$ cat src/rtl/lsu_mem_initiator_if.sv
`timescale 1ns/1ps
`default_nettype none
// ============================================================================
// Module   : lsu_mem_initiator_if
// Purpose  : Core-side request/response and data-memory bus bundle for the
//            load/store unit. The master modport is the LSU view; the slave
//            modport is the view of whatever sits around it (core + memory).
// Revision : 1.0  initial release
// ============================================================================
interface lsu_mem_initiator_if;
  // core request
  logic        req_valid;
  logic        req_ready;
  logic        req_write;
  logic [2:0]  req_funct3;
  logic [31:0] req_addr;
  logic [31:0] req_wdata;
  // core response
  logic        resp_valid;
  logic [31:0] resp_rdata;
  logic [1:0]  resp_err;
  // data memory bus
  logic        mem_valid;
  logic        mem_ready;
  logic        mem_write;
  logic [31:0] mem_addr;
  logic [31:0] mem_wdata;
  logic [3:0]  mem_wstrb;
  logic        mem_rvalid;
  logic [31:0] mem_rdata;

  modport master (
    input  req_valid, req_write, req_funct3, req_addr, req_wdata,
    input  mem_ready, mem_rvalid, mem_rdata,
    output req_ready, resp_valid, resp_rdata, resp_err,
    output mem_valid, mem_write, mem_addr, mem_wdata, mem_wstrb
  );

  modport slave (
    output req_valid, req_write, req_funct3, req_addr, req_wdata,
    output mem_ready, mem_rvalid, mem_rdata,
    input  req_ready, resp_valid, resp_rdata, resp_err,
    input  mem_valid, mem_write, mem_addr, mem_wdata, mem_wstrb
  );
endinterface
`default_nettype wire

$ cat src/rtl/lsu_mem_initiator.sv
`timescale 1ns/1ps
`default_nettype none
// ============================================================================
// Module   : lsu_mem_initiator
// Purpose  : Multi-cycle RV32I load/store unit. Takes one request from the
//            core, validates funct3/alignment, issues a word-aligned memory
//            access with byte strobes, extends load data and returns a
//            single-cycle response with an error code.
// Revision : 1.0  initial release
// ============================================================================
module lsu_mem_initiator #(
  parameter int TIMEOUT = 16
) (
  input  wire logic          clk,
  input  wire logic          rstn,
  lsu_mem_initiator_if.master bus
);

  localparam int C_CNT_W = $clog2(TIMEOUT);

  localparam logic [1:0] C_ERR_OK    = 2'b00;
  localparam logic [1:0] C_ERR_ALIGN = 2'b01;
  localparam logic [1:0] C_ERR_F3    = 2'b10;
  localparam logic [1:0] C_ERR_TMO   = 2'b11;

  typedef enum logic [1:0] {S_IDLE, S_REQ, S_WAIT, S_RESP} state_t;

  state_t               r_state;
  state_t               w_next;
  logic                 r_write;
  logic [2:0]           r_funct3;
  logic [1:0]           r_off;
  logic [31:0]          r_wdata;
  logic [29:0]          r_waddr;
  logic [C_CNT_W-1:0]   r_cnt;
  logic [31:0]          r_resp_rdata;
  logic [1:0]           r_resp_err;

  logic                 w_illegal;
  logic                 w_misalign;
  logic                 w_tmo_hit;
  logic                 w_set_resp;
  logic [1:0]           w_resp_err;
  logic [31:0]          w_resp_rdata;
  logic [7:0]           w_ld_byte;
  logic [15:0]          w_ld_half;
  logic [31:0]          w_ld_data;
  logic [3:0]           w_wstrb;
  logic [31:0]          w_wdata;
  logic                 w_mem_valid;

  // Decode the incoming request; only meaningful while IDLE with req_valid.
  always_comb begin
    if (bus.req_write) begin
      w_illegal = (bus.req_funct3 > 3'd2);
    end else begin
      w_illegal = (bus.req_funct3 == 3'd3) || (bus.req_funct3 > 3'd5);
    end
    // funct3[1:0] encodes access size for every legal load/store
    w_misalign = ((bus.req_funct3[1:0] == 2'b01) && bus.req_addr[0]) ||
                 ((bus.req_funct3[1:0] == 2'b10) && (bus.req_addr[1:0] != 2'b00));
  end

  assign w_tmo_hit = (r_cnt == C_CNT_W'(TIMEOUT - 1));

  // Pick the addressed byte/half of the returned word and extend it.
  always_comb begin
    w_ld_byte = bus.mem_rdata[{r_off, 3'b000} +: 8];
    w_ld_half = r_off[1] ? bus.mem_rdata[31:16] : bus.mem_rdata[15:0];
    case (r_funct3)
      3'd0:    w_ld_data = {{24{w_ld_byte[7]}}, w_ld_byte};
      3'd1:    w_ld_data = {{16{w_ld_half[15]}}, w_ld_half};
      3'd4:    w_ld_data = {24'd0, w_ld_byte};
      3'd5:    w_ld_data = {16'd0, w_ld_half};
      default: w_ld_data = bus.mem_rdata;
    endcase
  end

  // Store lane strobes and lane-replicated data from the latched request.
  always_comb begin
    case (r_funct3[1:0])
      2'b00: begin
        w_wstrb = 4'b0001 << r_off;
        w_wdata = {4{r_wdata[7:0]}};
      end
      2'b01: begin
        w_wstrb = 4'b0011 << r_off;
        w_wdata = {2{r_wdata[15:0]}};
      end
      default: begin
        w_wstrb = 4'hF;
        w_wdata = r_wdata;
      end
    endcase
  end

  // State register.
  always_ff @(posedge clk or negedge rstn) begin
    if (!rstn) r_state <= S_IDLE;
    else       r_state <= w_next;
  end

  // Next-state logic and the response value loaded when entering RESP.
  always_comb begin
    w_next       = r_state;
    w_set_resp   = 1'b0;
    w_resp_err   = C_ERR_OK;
    w_resp_rdata = 32'd0;
    case (r_state)
      S_IDLE: begin
        if (bus.req_valid) begin
          if (w_illegal) begin
            w_next     = S_RESP;
            w_set_resp = 1'b1;
            w_resp_err = C_ERR_F3;
          end else if (w_misalign) begin
            w_next     = S_RESP;
            w_set_resp = 1'b1;
            w_resp_err = C_ERR_ALIGN;
          end else begin
            w_next = S_REQ;
          end
        end
      end
      S_REQ: begin
        // acceptance beats a timeout landing in the same cycle
        if (bus.mem_ready) begin
          if (r_write) begin
            w_next     = S_RESP;
            w_set_resp = 1'b1;
          end else begin
            w_next = S_WAIT;
          end
        end else if (w_tmo_hit) begin
          w_next     = S_RESP;
          w_set_resp = 1'b1;
          w_resp_err = C_ERR_TMO;
        end
      end
      S_WAIT: begin
        if (bus.mem_rvalid) begin
          w_next       = S_RESP;
          w_set_resp   = 1'b1;
          w_resp_rdata = w_ld_data;
        end else if (w_tmo_hit) begin
          w_next     = S_RESP;
          w_set_resp = 1'b1;
          w_resp_err = C_ERR_TMO;
        end
      end
      S_RESP: w_next = S_IDLE;
      default: w_next = S_IDLE;
    endcase
  end

  // Capture the request, run the timeout counter and register the response.
  always_ff @(posedge clk or negedge rstn) begin
    if (!rstn) begin
      r_write      <= 1'b0;
      r_funct3     <= 3'd0;
      r_off        <= 2'd0;
      r_wdata      <= 32'd0;
      r_waddr      <= 30'd0;
      r_cnt        <= '0;
      r_resp_rdata <= 32'd0;
      r_resp_err   <= 2'b00;
    end else begin
      if ((r_state == S_IDLE) && bus.req_valid) begin
        r_write  <= bus.req_write;
        r_funct3 <= bus.req_funct3;
        r_off    <= bus.req_addr[1:0];
        r_wdata  <= bus.req_wdata;
        r_waddr  <= bus.req_addr[31:2];
      end
      if (r_state == S_IDLE) begin
        r_cnt <= '0;
      end else if ((r_state == S_REQ) || (r_state == S_WAIT)) begin
        r_cnt <= r_cnt + 1'b1;
      end
      // response fields read zero outside the single RESP cycle
      r_resp_rdata <= w_set_resp ? w_resp_rdata : 32'd0;
      r_resp_err   <= w_set_resp ? w_resp_err : 2'b00;
    end
  end

  assign w_mem_valid    = (r_state == S_REQ);
  assign bus.mem_valid  = w_mem_valid;
  assign bus.mem_write  = w_mem_valid & r_write;
  assign bus.mem_addr   = w_mem_valid ? {r_waddr, 2'b00} : 32'd0;
  assign bus.mem_wstrb  = (w_mem_valid && r_write) ? w_wstrb : 4'd0;
  assign bus.mem_wdata  = (w_mem_valid && r_write) ? w_wdata : 32'd0;
  assign bus.req_ready  = (r_state == S_IDLE);
  assign bus.resp_valid = (r_state == S_RESP);
  assign bus.resp_rdata = r_resp_rdata;
  assign bus.resp_err   = r_resp_err;

endmodule
`default_nettype wire

$ cat src/flat_wrapper.sv
// flat-port wrapper written by rule: the top's interface ports become plain ports
module lsu_mem_initiator_flat 
#(
  parameter int TIMEOUT = 16
)
  (clk, rstn, bus_req_valid, bus_req_write, bus_req_funct3, bus_req_addr, bus_req_wdata, bus_mem_ready, bus_mem_rvalid, bus_mem_rdata, bus_req_ready, bus_resp_valid, bus_resp_rdata, bus_resp_err, bus_mem_valid, bus_mem_write, bus_mem_addr, bus_mem_wdata, bus_mem_wstrb);
  lsu_mem_initiator_if bus_i ();
  input  wire logic clk;
  input  wire logic rstn;
  input wire logic [$bits(bus_i.req_valid)-1:0] bus_req_valid;
  input wire logic [$bits(bus_i.req_write)-1:0] bus_req_write;
  input wire logic [$bits(bus_i.req_funct3)-1:0] bus_req_funct3;
  input wire logic [$bits(bus_i.req_addr)-1:0] bus_req_addr;
  input wire logic [$bits(bus_i.req_wdata)-1:0] bus_req_wdata;
  input wire logic [$bits(bus_i.mem_ready)-1:0] bus_mem_ready;
  input wire logic [$bits(bus_i.mem_rvalid)-1:0] bus_mem_rvalid;
  input wire logic [$bits(bus_i.mem_rdata)-1:0] bus_mem_rdata;
  output wire logic [$bits(bus_i.req_ready)-1:0] bus_req_ready;
  output wire logic [$bits(bus_i.resp_valid)-1:0] bus_resp_valid;
  output wire logic [$bits(bus_i.resp_rdata)-1:0] bus_resp_rdata;
  output wire logic [$bits(bus_i.resp_err)-1:0] bus_resp_err;
  output wire logic [$bits(bus_i.mem_valid)-1:0] bus_mem_valid;
  output wire logic [$bits(bus_i.mem_write)-1:0] bus_mem_write;
  output wire logic [$bits(bus_i.mem_addr)-1:0] bus_mem_addr;
  output wire logic [$bits(bus_i.mem_wdata)-1:0] bus_mem_wdata;
  output wire logic [$bits(bus_i.mem_wstrb)-1:0] bus_mem_wstrb;
  assign bus_i.req_valid = bus_req_valid;
  assign bus_i.req_write = bus_req_write;
  assign bus_i.req_funct3 = bus_req_funct3;
  assign bus_i.req_addr = bus_req_addr;
  assign bus_i.req_wdata = bus_req_wdata;
  assign bus_i.mem_ready = bus_mem_ready;
  assign bus_i.mem_rvalid = bus_mem_rvalid;
  assign bus_i.mem_rdata = bus_mem_rdata;
  assign bus_req_ready = bus_i.req_ready;
  assign bus_resp_valid = bus_i.resp_valid;
  assign bus_resp_rdata = bus_i.resp_rdata;
  assign bus_resp_err = bus_i.resp_err;
  assign bus_mem_valid = bus_i.mem_valid;
  assign bus_mem_write = bus_i.mem_write;
  assign bus_mem_addr = bus_i.mem_addr;
  assign bus_mem_wdata = bus_i.mem_wdata;
  assign bus_mem_wstrb = bus_i.mem_wstrb;
  lsu_mem_initiator #(.TIMEOUT(TIMEOUT)) u_core (.clk(clk), .rstn(rstn), .bus(bus_i));
endmodule
$ cat config.mk
export PLATFORM = sky130hd
export DESIGN_NAME = lsu_mem_initiator_flat
export DESIGN_NICKNAME = d
export VERILOG_FILES = /design/src/rtl/lsu_mem_initiator_if.sv /design/src/rtl/lsu_mem_initiator.sv /design/src/flat_wrapper.sv
export SDC_FILE = /design/constraint.sdc
export NUM_CORES = 1
export LEC_CHECK = 0
export ABC_AREA = 1
export BUFFER_PORTS_ARGS = -buffer_cell sky130_fd_sc_hd__buf_2
export CAP_MARGIN = 20
export CORE_MARGIN = 3
export CORE_UTILIZATION = 49
export CTS_CLUSTER_SIZE = 10
export DETAILED_ROUTE_END_ITERATION = 6
export GPL_TIMING_DRIVEN = 0
export PLACE_DENSITY = 0.83
export SKIP_LAST_GASP = 1
export SYNTH_ARGS = -nofsm -noshare
export SYNTH_HDL_FRONTEND = slang
export SYNTH_SLANG_ARGS = --single-unit
$ cat constraint.sdc
create_clock -name clk -period 1.8 [get_ports clk]
set_clock_uncertainty 0.05 [all_clocks]
set_input_delay 0.18 -clock clk [delete_from_list [all_inputs] [get_ports clk]]
set_output_delay 0.18 -clock clk [all_outputs]
set_load 0.02 [all_outputs]
==> results by group, run 1 <==
Setup path
  – Startpoint Class: flop
  – Largest delay share family, worst path: buffers and inverters
  – Setup CP Type: flop to output port
  – Worst Path Max Fanout: 10
  – Worst EP arrival: 1.68 ns
  – Element type at the critical path end: output port
  – Worst Path Required: 1.57 ns
  – Buf/Inv on CP: 3
  – Crit-path slowest cell: dfrtp_1
  – Crit path largest cell delay: 0.43 ns
  – Critical-path cell list: inv_2, nand3_4, clkbuf_16, a221oi_2, buf_4

Placement
  – Placed Cells: 1028
  – Number of port buffers: 208
  – Post-detail-place hpwl: 11700 um
  – Routability congestion estimate: 0.933

Global routing
  – Initial antenna violation count: 1
  – Vias in the first global route: 5880
  – Remaining Overflow, GRT: 0
  – Pin count of the biggest net entering global routing: 56
  – First-pass GRT wire length: 28600 um
  – Overall Global Routing Usage: 0.307

Cells and area
  – Highest-count cells in the layout ignoring fill and taps: nand2_1 (182), buf_2 (165), dfrtp_1 (105)
  – Commonest non-fill, non-tap cell in the layout: nand2_1
  – Share of cells above drive strength 1: 0.350
  – Multi-input gate area: 2260 um2
  – Fillcell total: 650
  – Area grow syn2layout: 52.8%
  – Fin cells: 1123
  – Reg area: 2710 um2
  – Nets: 1087

Timing
  – Fin crit period: 1.91 ns
  – Final setup vio count: 23
  – Final setup margin: -0.105 ns
  – RSZ-0062 raised after global routing: yes
  – Final setup TNS: -1.00 ns
  – Final-report hold violation count: 0
  – Final Slew Violations: 0
  – Period utilization: 1.06
  – Slew headroom: 0.526
  – Least-Margin Pin Slew: 0.712 ns
  – F_max: 525 MHz

Power
  – Sw Ratio: 0.469
  – Combinational power share: 0.548
  – Share of total power in the clock network: 0.123
  – Cell Pwr Density: 1530 nW/um2
  – Peak supply drop: 0.000981 V
  – Int Power: 0.00650 W
  – Pleak: 4.33 nW
  – Reg power frac: 0.329
  – Tot Pwr: 0.0122 W
  – Switching pwr: 0.00574 W

Die
  – Core box area: 10400 um2
  – Die X: 109 um
  – Die H: 109 um
  – # rows: 37
  – Die area: 12000 um2
  – Initial core utilization: 0.506
  – IO Count: 211

Outcome
  – Outcome: finished, violations left
  – Failing checks: negative setup slack

Detailed routing
  – Met2 WL post-DR: 9740 um
  – Vias: 6177
  – Post-route antenna net violation count: 0
  – WL met3: 2210 um
  – M1 wire length: 7160 um
  – Routed wire length: 20200 um
  – Wire length per cell: 18.0 um
  – Number of remaining DRC errors: 0
  – DRT Pass-1 Iters: 5
  – Uppermost layer routed: met4
  – Via/cell ratio: 5.50
  – Initial DRC count: 520

Clock tree
  – CTS tree: done
  – Clk buf depth: 2
  – Inserted Clock Buffers: 9
  – Clock slew seen by the registers of the worst setup and hold paths: 0.11 ns
  – Worst-Skew Late Latency: 0.37 ns
  – Clk Tree Root Cell: clkbuf_8
  – Htree depth: 3
  – Clock sink count: 108

Synthesis
  – Post-synth EDFFs: 0
  – Asr flop ratio synth: 1.00
  – Synth warn: 0
  – Avg Cell Area, Syn: 7.69 um2
  – Main flop type after synthesis: dfrtp_1
  – Mapped Cells: 682
  – Sequential fraction of the synthesis area: 0.516
  – Synth cell types: 33
  – Netlist Area Pre-Place: 5240 um2
  – Synthesized flop and latch total: 108

Run
  – Max-Cap Viols: 0

Hold path
  – Worst Hold Class: input pin to flop
## layer usage
metal / up-vias / track usage
li1: 2715 / -
met1: 2856 / 0.359
met2: 494 / 0.522
met3: 112 / 0.0822
met4: 0 / 0.151
met5: - / 0
## flip-flops by register name, indices dropped and copies added, names as in the netlist
signal and count:
u_core.bus.resp_err 2, u_core.bus.resp_rdata 32, u_core.r_cnt 4, u_core.r_funct3 3, u_core.r_off 2, u_core.r_state 2, u_core.r_waddr 30, u_core.r_wdata 32
u_core.r_write 1
## power by group through the flow
stage	logic, W	clock network [W]	registers, W
final	0.00671	0.00150	0.00403
after floorplan	0.00324	0	0.00407
after detailed placement	0.00498	0	0.00395
after global routing	0.00721	0.00158	0.00411
after global placement	0.00486	0	0.00392
after CTS	0.00592	0.00148	0.00395
## worst min-delay path: cells and delay by family
family	cells	cell delay [ns]
buffers and inverters	1	0.09
AND/OR/NAND/NOR	2	0.14
## kinds of logic (layout without fill, tap and decap cells)
family	Yosys count	count (layout)	share of synthesized area
AO/OA/AOI/OAI	122	122	0.128
XOR/XNOR	1	1	0.00167
adder cells (fa/ha/maj)	1	1	0.00239
buffers and inverters	117	420	0.0959
flip-flops	108	108	0.516
other	1	3	0.000715
AND/OR/NAND/NOR	332	332	0.256
## area by class of cell
cell class / instances / area share
Antenna cell: 1 / 0.000312
Clock inverter: 5 / 0.00531
Clock buffer: 11 / 0.0189
Tap cell: 136 / 0.0212
Multi-Input combinational cell: 458 / 0.282
Timing Repair Buffer: 290 / 0.252
Buffer: 34 / 0.0433
Sequential cell: 108 / 0.338
Inverter: 80 / 0.0390
## Yosys cell counts (4+ instances only)
cell type | n | area [um2]
inv_2 | 7 | 26.3
nor2_2 | 12 | 75.1
nand2_1 | 183 | 687
o211ai_1 | 8 | 60.1
nand3_1 | 8 | 40.0
o21ai_1 | 6 | 30.0
buf_4 | 6 | 45.0
a21oi_1 | 27 | 135
o21ai_0 | 62 | 310
dfrtp_1 | 108 | 2700
buf_6 | 4 | 45.0
nor2_1 | 116 | 435
o22ai_1 | 12 | 75.1
inv_1 | 72 | 270
clkbuf_1 | 17 | 63.8
buf_2 | 9 | 45.0
## per-stage QoR
stage          worst slack [ns]  cell area (um2)  hold WS [ns]   util
2_1_floorplan            0.0757             5250        -0.166      -
3_3_place_gp             -0.659             6460         0.324  0.623
3_5_place_dp            -0.0674             6490         0.223  0.626
4_1_cts                 -0.0359             7780        0.0120  0.750
5_1_grt                  -0.168             8010        0.0220  0.773
6_report                 -0.105             8010        0.0235  0.773
## repair_timing
action	4_1_cts	5_1_grt
hold buffers	63	0
gates resized for setup	109	50
gates cloned	0	3
pin swaps	5	6
buffers inserted	10	5
endpoints found under the hold margin	116	0
endpoints found under the setup margin	67	99
## path summary, 6_finish.rpt
path | startpoint | to | slack [ns] | cells after the start
max | u_core.r_state[1]$_DFFE_PN0P_ | bus_mem_wstrb[2] | -0.11 | 5
min | bus_mem_rdata[30] | u_core.bus.resp_rdata[30]$_DFF_PN0_ | 0.02 | 3
max reg2reg | u_core.r_state[0]$_DFFE_PN0P_ | u_core.r_waddr[16]$_DFFE_PN0P_ | -0.09 | 8
min reg2reg | u_core.r_wdata[29]$_DFFE_PN0P_ | u_core.r_wdata[29]$_DFFE_PN0P_ | 0.45 | 2
max in group asynchronous | rstn | u_core.r_waddr[0]$_DFFE_PN0P_ | 0.63 | 3
min in group asynchronous | rstn | u_core.bus.resp_rdata[21]$_DFF_PN0_ | 0.35 | 2
No activity file was read; power rests on OpenSTA's default activity.
==> run 2: changes to the inputs <==
- SKIP_CTS_REPAIR_TIMING: default -> 1
==> results by group, run 2 (synthesis gave the netlist of run 1 again) <==
Outcome
  – Outcome: finished, violations left
  – Failing checks: design-rule violations, negative hold slack, negative setup slack

Clock tree
  – Clk Tree Root Cell: clkbuf_8
  – Clock sink count: 108 (unchanged)
  – Worst-Skew Late Latency: 0.37 ns (about the same)
  – Clk buf depth: 2 (unchanged)
  – Clock slew seen by the registers of the worst setup and hold paths: 0.12 ns (about the same)
  – Htree depth: 3 (unchanged)
  – Inserted Clock Buffers: 9 (unchanged)
  – CTS tree: done

Setup path
  – Startpoint Class: flop
  – Element type at the critical path end: output port
  – Worst Path Max Fanout: 4 (-6)
  – Worst EP arrival: 1.70 ns (+0.02 ns)
  – Worst Path Required: 1.57 ns (about the same)
  – Setup CP Type: flop to output port

Detailed routing
  – Post-route antenna net violation count: 0 (unchanged)
  – Initial DRC count: 471 (-9.4%)
  – Via/cell ratio: 5.32 (-3.3%)
  – Routed wire length: 19100 um (-5.7%)
  – Wire length per cell: 17.1 um (-5.4%)
  – DRT Pass-1 Iters: 7 (+2)
  – Number of remaining DRC errors: 2 (+2)
  – Vias: 5954 (-3.6%)

Power
  – Combinational power share: 0.538 (-0.010)
  – Pleak: 4.28 nW (-1.2%)
  – Share of total power in the clock network: 0.125 (+0.002)
  – Cell Pwr Density: 1510 nW/um2 (-0.96%)
  – Int Power: 0.00636 W (-2.1%)
  – Reg power frac: 0.337 (+0.008)
  – Switching pwr: 0.00559 W (-2.8%)
  – Sw Ratio: 0.468 (-0.00162)
  – Peak supply drop: 0.000865 V (-12%)

Die
  – Die area: 12000 um2 (unchanged)
  – Initial core utilization: 0.506 (unchanged)
  – # rows: 37 (unchanged)
  – IO Count: 211 (unchanged)
  – Core box area: 10400 um2 (unchanged)
  – Die X: 109 um (unchanged)
  – Die H: 109 um (unchanged)

Cells and area
  – Area grow syn2layout: 50.5%
  – Design Area, Final: 7890 um2 (-1.5%)
  – Commonest non-fill, non-tap cell in the layout: nand2_1
  – Highest-count cells in the layout ignoring fill and taps: nand2_1 (182), buf_2 (169), dfrtp_1 (104)
  – Share of cells above drive strength 1: 0.352 (+0.00178)
  – Fin cells: 1119 (-0.36%)
  – Nets: 1082 (-0.46%)

Global routing
  – Pin count of the biggest net entering global routing: 56 (unchanged)
  – Remaining Overflow, GRT: 0 (unchanged)
  – First-pass GRT wire length: 23200 um (-19%)
  – Initial antenna violation count: 2 (+1)
  – Vias in the first global route: 4954 (-16%)
  – Overall Global Routing Usage: 0.249 (-0.0587)

Timing
  – Fin crit period: 1.93 ns (+0.0263 ns)
  – Least-Margin Pin Slew: 0.714 ns (+0.00183 ns)
  – Final-report hold violation count: 3 (+3)
  – Final Slew Violations: 0 (unchanged)
  – F_max: 518 MHz (-1.4%)
  – Slew headroom: 0.521 (-0.00488)
  – Final setup margin: -0.131 ns (-0.0263 ns)
  – Period utilization: 1.07 (+0.0146)
  – Hold Slack: -0.0298 ns (-0.0534 ns)
  – Final setup vio count: 24 (+4.3%)
  – RSZ-0062 raised after global routing: yes

Placement
  – Placed instance area: 6490 um2 (unchanged)
  – Routability congestion estimate: 0.933 (unchanged)
  – Number of port buffers: 208 (unchanged)
  – Placed Cells: 1028 (unchanged)
  – Post-detail-place hpwl: 11700 um (unchanged)

Hold path
  – Worst Hold Class: input pin to flop

Run
  – Max-Cap Viols: 0 (unchanged)
run 2: cell count changes in the layout (fill, tap and decap cells not counted), moves of 2 or more:
cell,before,now
buf_6,9,17
dlygate4sd3_1,63,57
a21oi_2,6,2
buf_2,165,169
buf_4,62,58
clkbuf_8,15,11
a21oi_1,21,24
clkbuf_16,5,2
nor3_4,2,0
run 2: final timing paths:
check | slack [ns] | depth (start not counted) | to | start
max in group asynchronous | 0.64 | 3 | u_core.r_wdata[14]$_DFFE_PN0P_ | rstn
min in group asynchronous | 0.34 | 2 | u_core.bus.resp_rdata[21]$_DFF_PN0_ | rstn
worst min register to register | 0.45 | 2 | u_core.r_wdata[29]$_DFFE_PN0P_ | u_core.r_wdata[29]$_DFFE_PN0P_
worst max-delay path | -0.13 | 7 | bus_mem_wdata[27] | u_core.r_state[1]$_DFFE_PN0P_
worst min-delay path | -0.03 | 3 | u_core.r_waddr[21]$_DFFE_PN0P_ | bus_req_addr[23]
worst max register to register | -0.07 | 5 | u_core.bus.resp_rdata[2]$_DFF_PN0_ | u_core.r_funct3[0]$_DFFE_PN0P_
run 2: power by group through the flow:
stage	clock network, W	logic, W	registers [W]
2_1_floorplan	0	0.00324	0.00407
3_3_place_gp	0	0.00486	0.00392
3_5_place_dp	0	0.00498	0.00395
4_1_cts	0.00148	0.00499	0.00391
5_1_grt	0.00157	0.00695	0.00412
6_report	0.00150	0.00642	0.00403
run 2: stage by stage:
stage | setup TNS, ns | total power (W) | utilization | worst slack [ns] | hold WS, ns
after detailed placement | -0.130 | 0.00894 | 0.626 | -0.0674 | 0.223
after global placement | -70.66 | 0.00878 | 0.623 | -0.659 | 0.324
after global routing | -6.36 | 0.0126 | 0.761 | -0.221 | -0.0148
final | -2.05 | 0.0119 | 0.761 | -0.131 | -0.0298
after CTS | -18.77 | 0.0104 | 0.644 | -0.481 | -0.183
after floorplan | 0 | 0.00731 | - | 0.0757 | -0.166
run 2: cell type report:
cell class | instances | area, um2
Fill cell | 684 | 2480
Buffer | 36 | 300
Sequential cell | 108 | 2710
Clock buffer | 11 | 151
Multi-Input combinational cell | 458 | 2250
Tap cell | 136 | 170
Clock inverter | 5 | 42.5
Inverter | 80 | 312
Antenna cell | 2 | 5.00
Timing Repair Buffer | 283 | 1950
run 2: critical path, cell delays in order (launching register included):
cell and delay (ns):
dfrtp_2 0.46, inv_4 0.08, nand3_4 0.09, clkinvlp_4 0.15, buf_6 0.14, o21ai_2 0.07, nor2_1 0.16, buf_4 0.17
run 2: metal layers:
metal	up-vias	routed length, um	track usage
met1	2754	7030	0.317
met2	413	9420	0.419
met3	78	1850	0.0534
met5	-	0	0
li1	2709	-	-
met4	0	776	0.0864
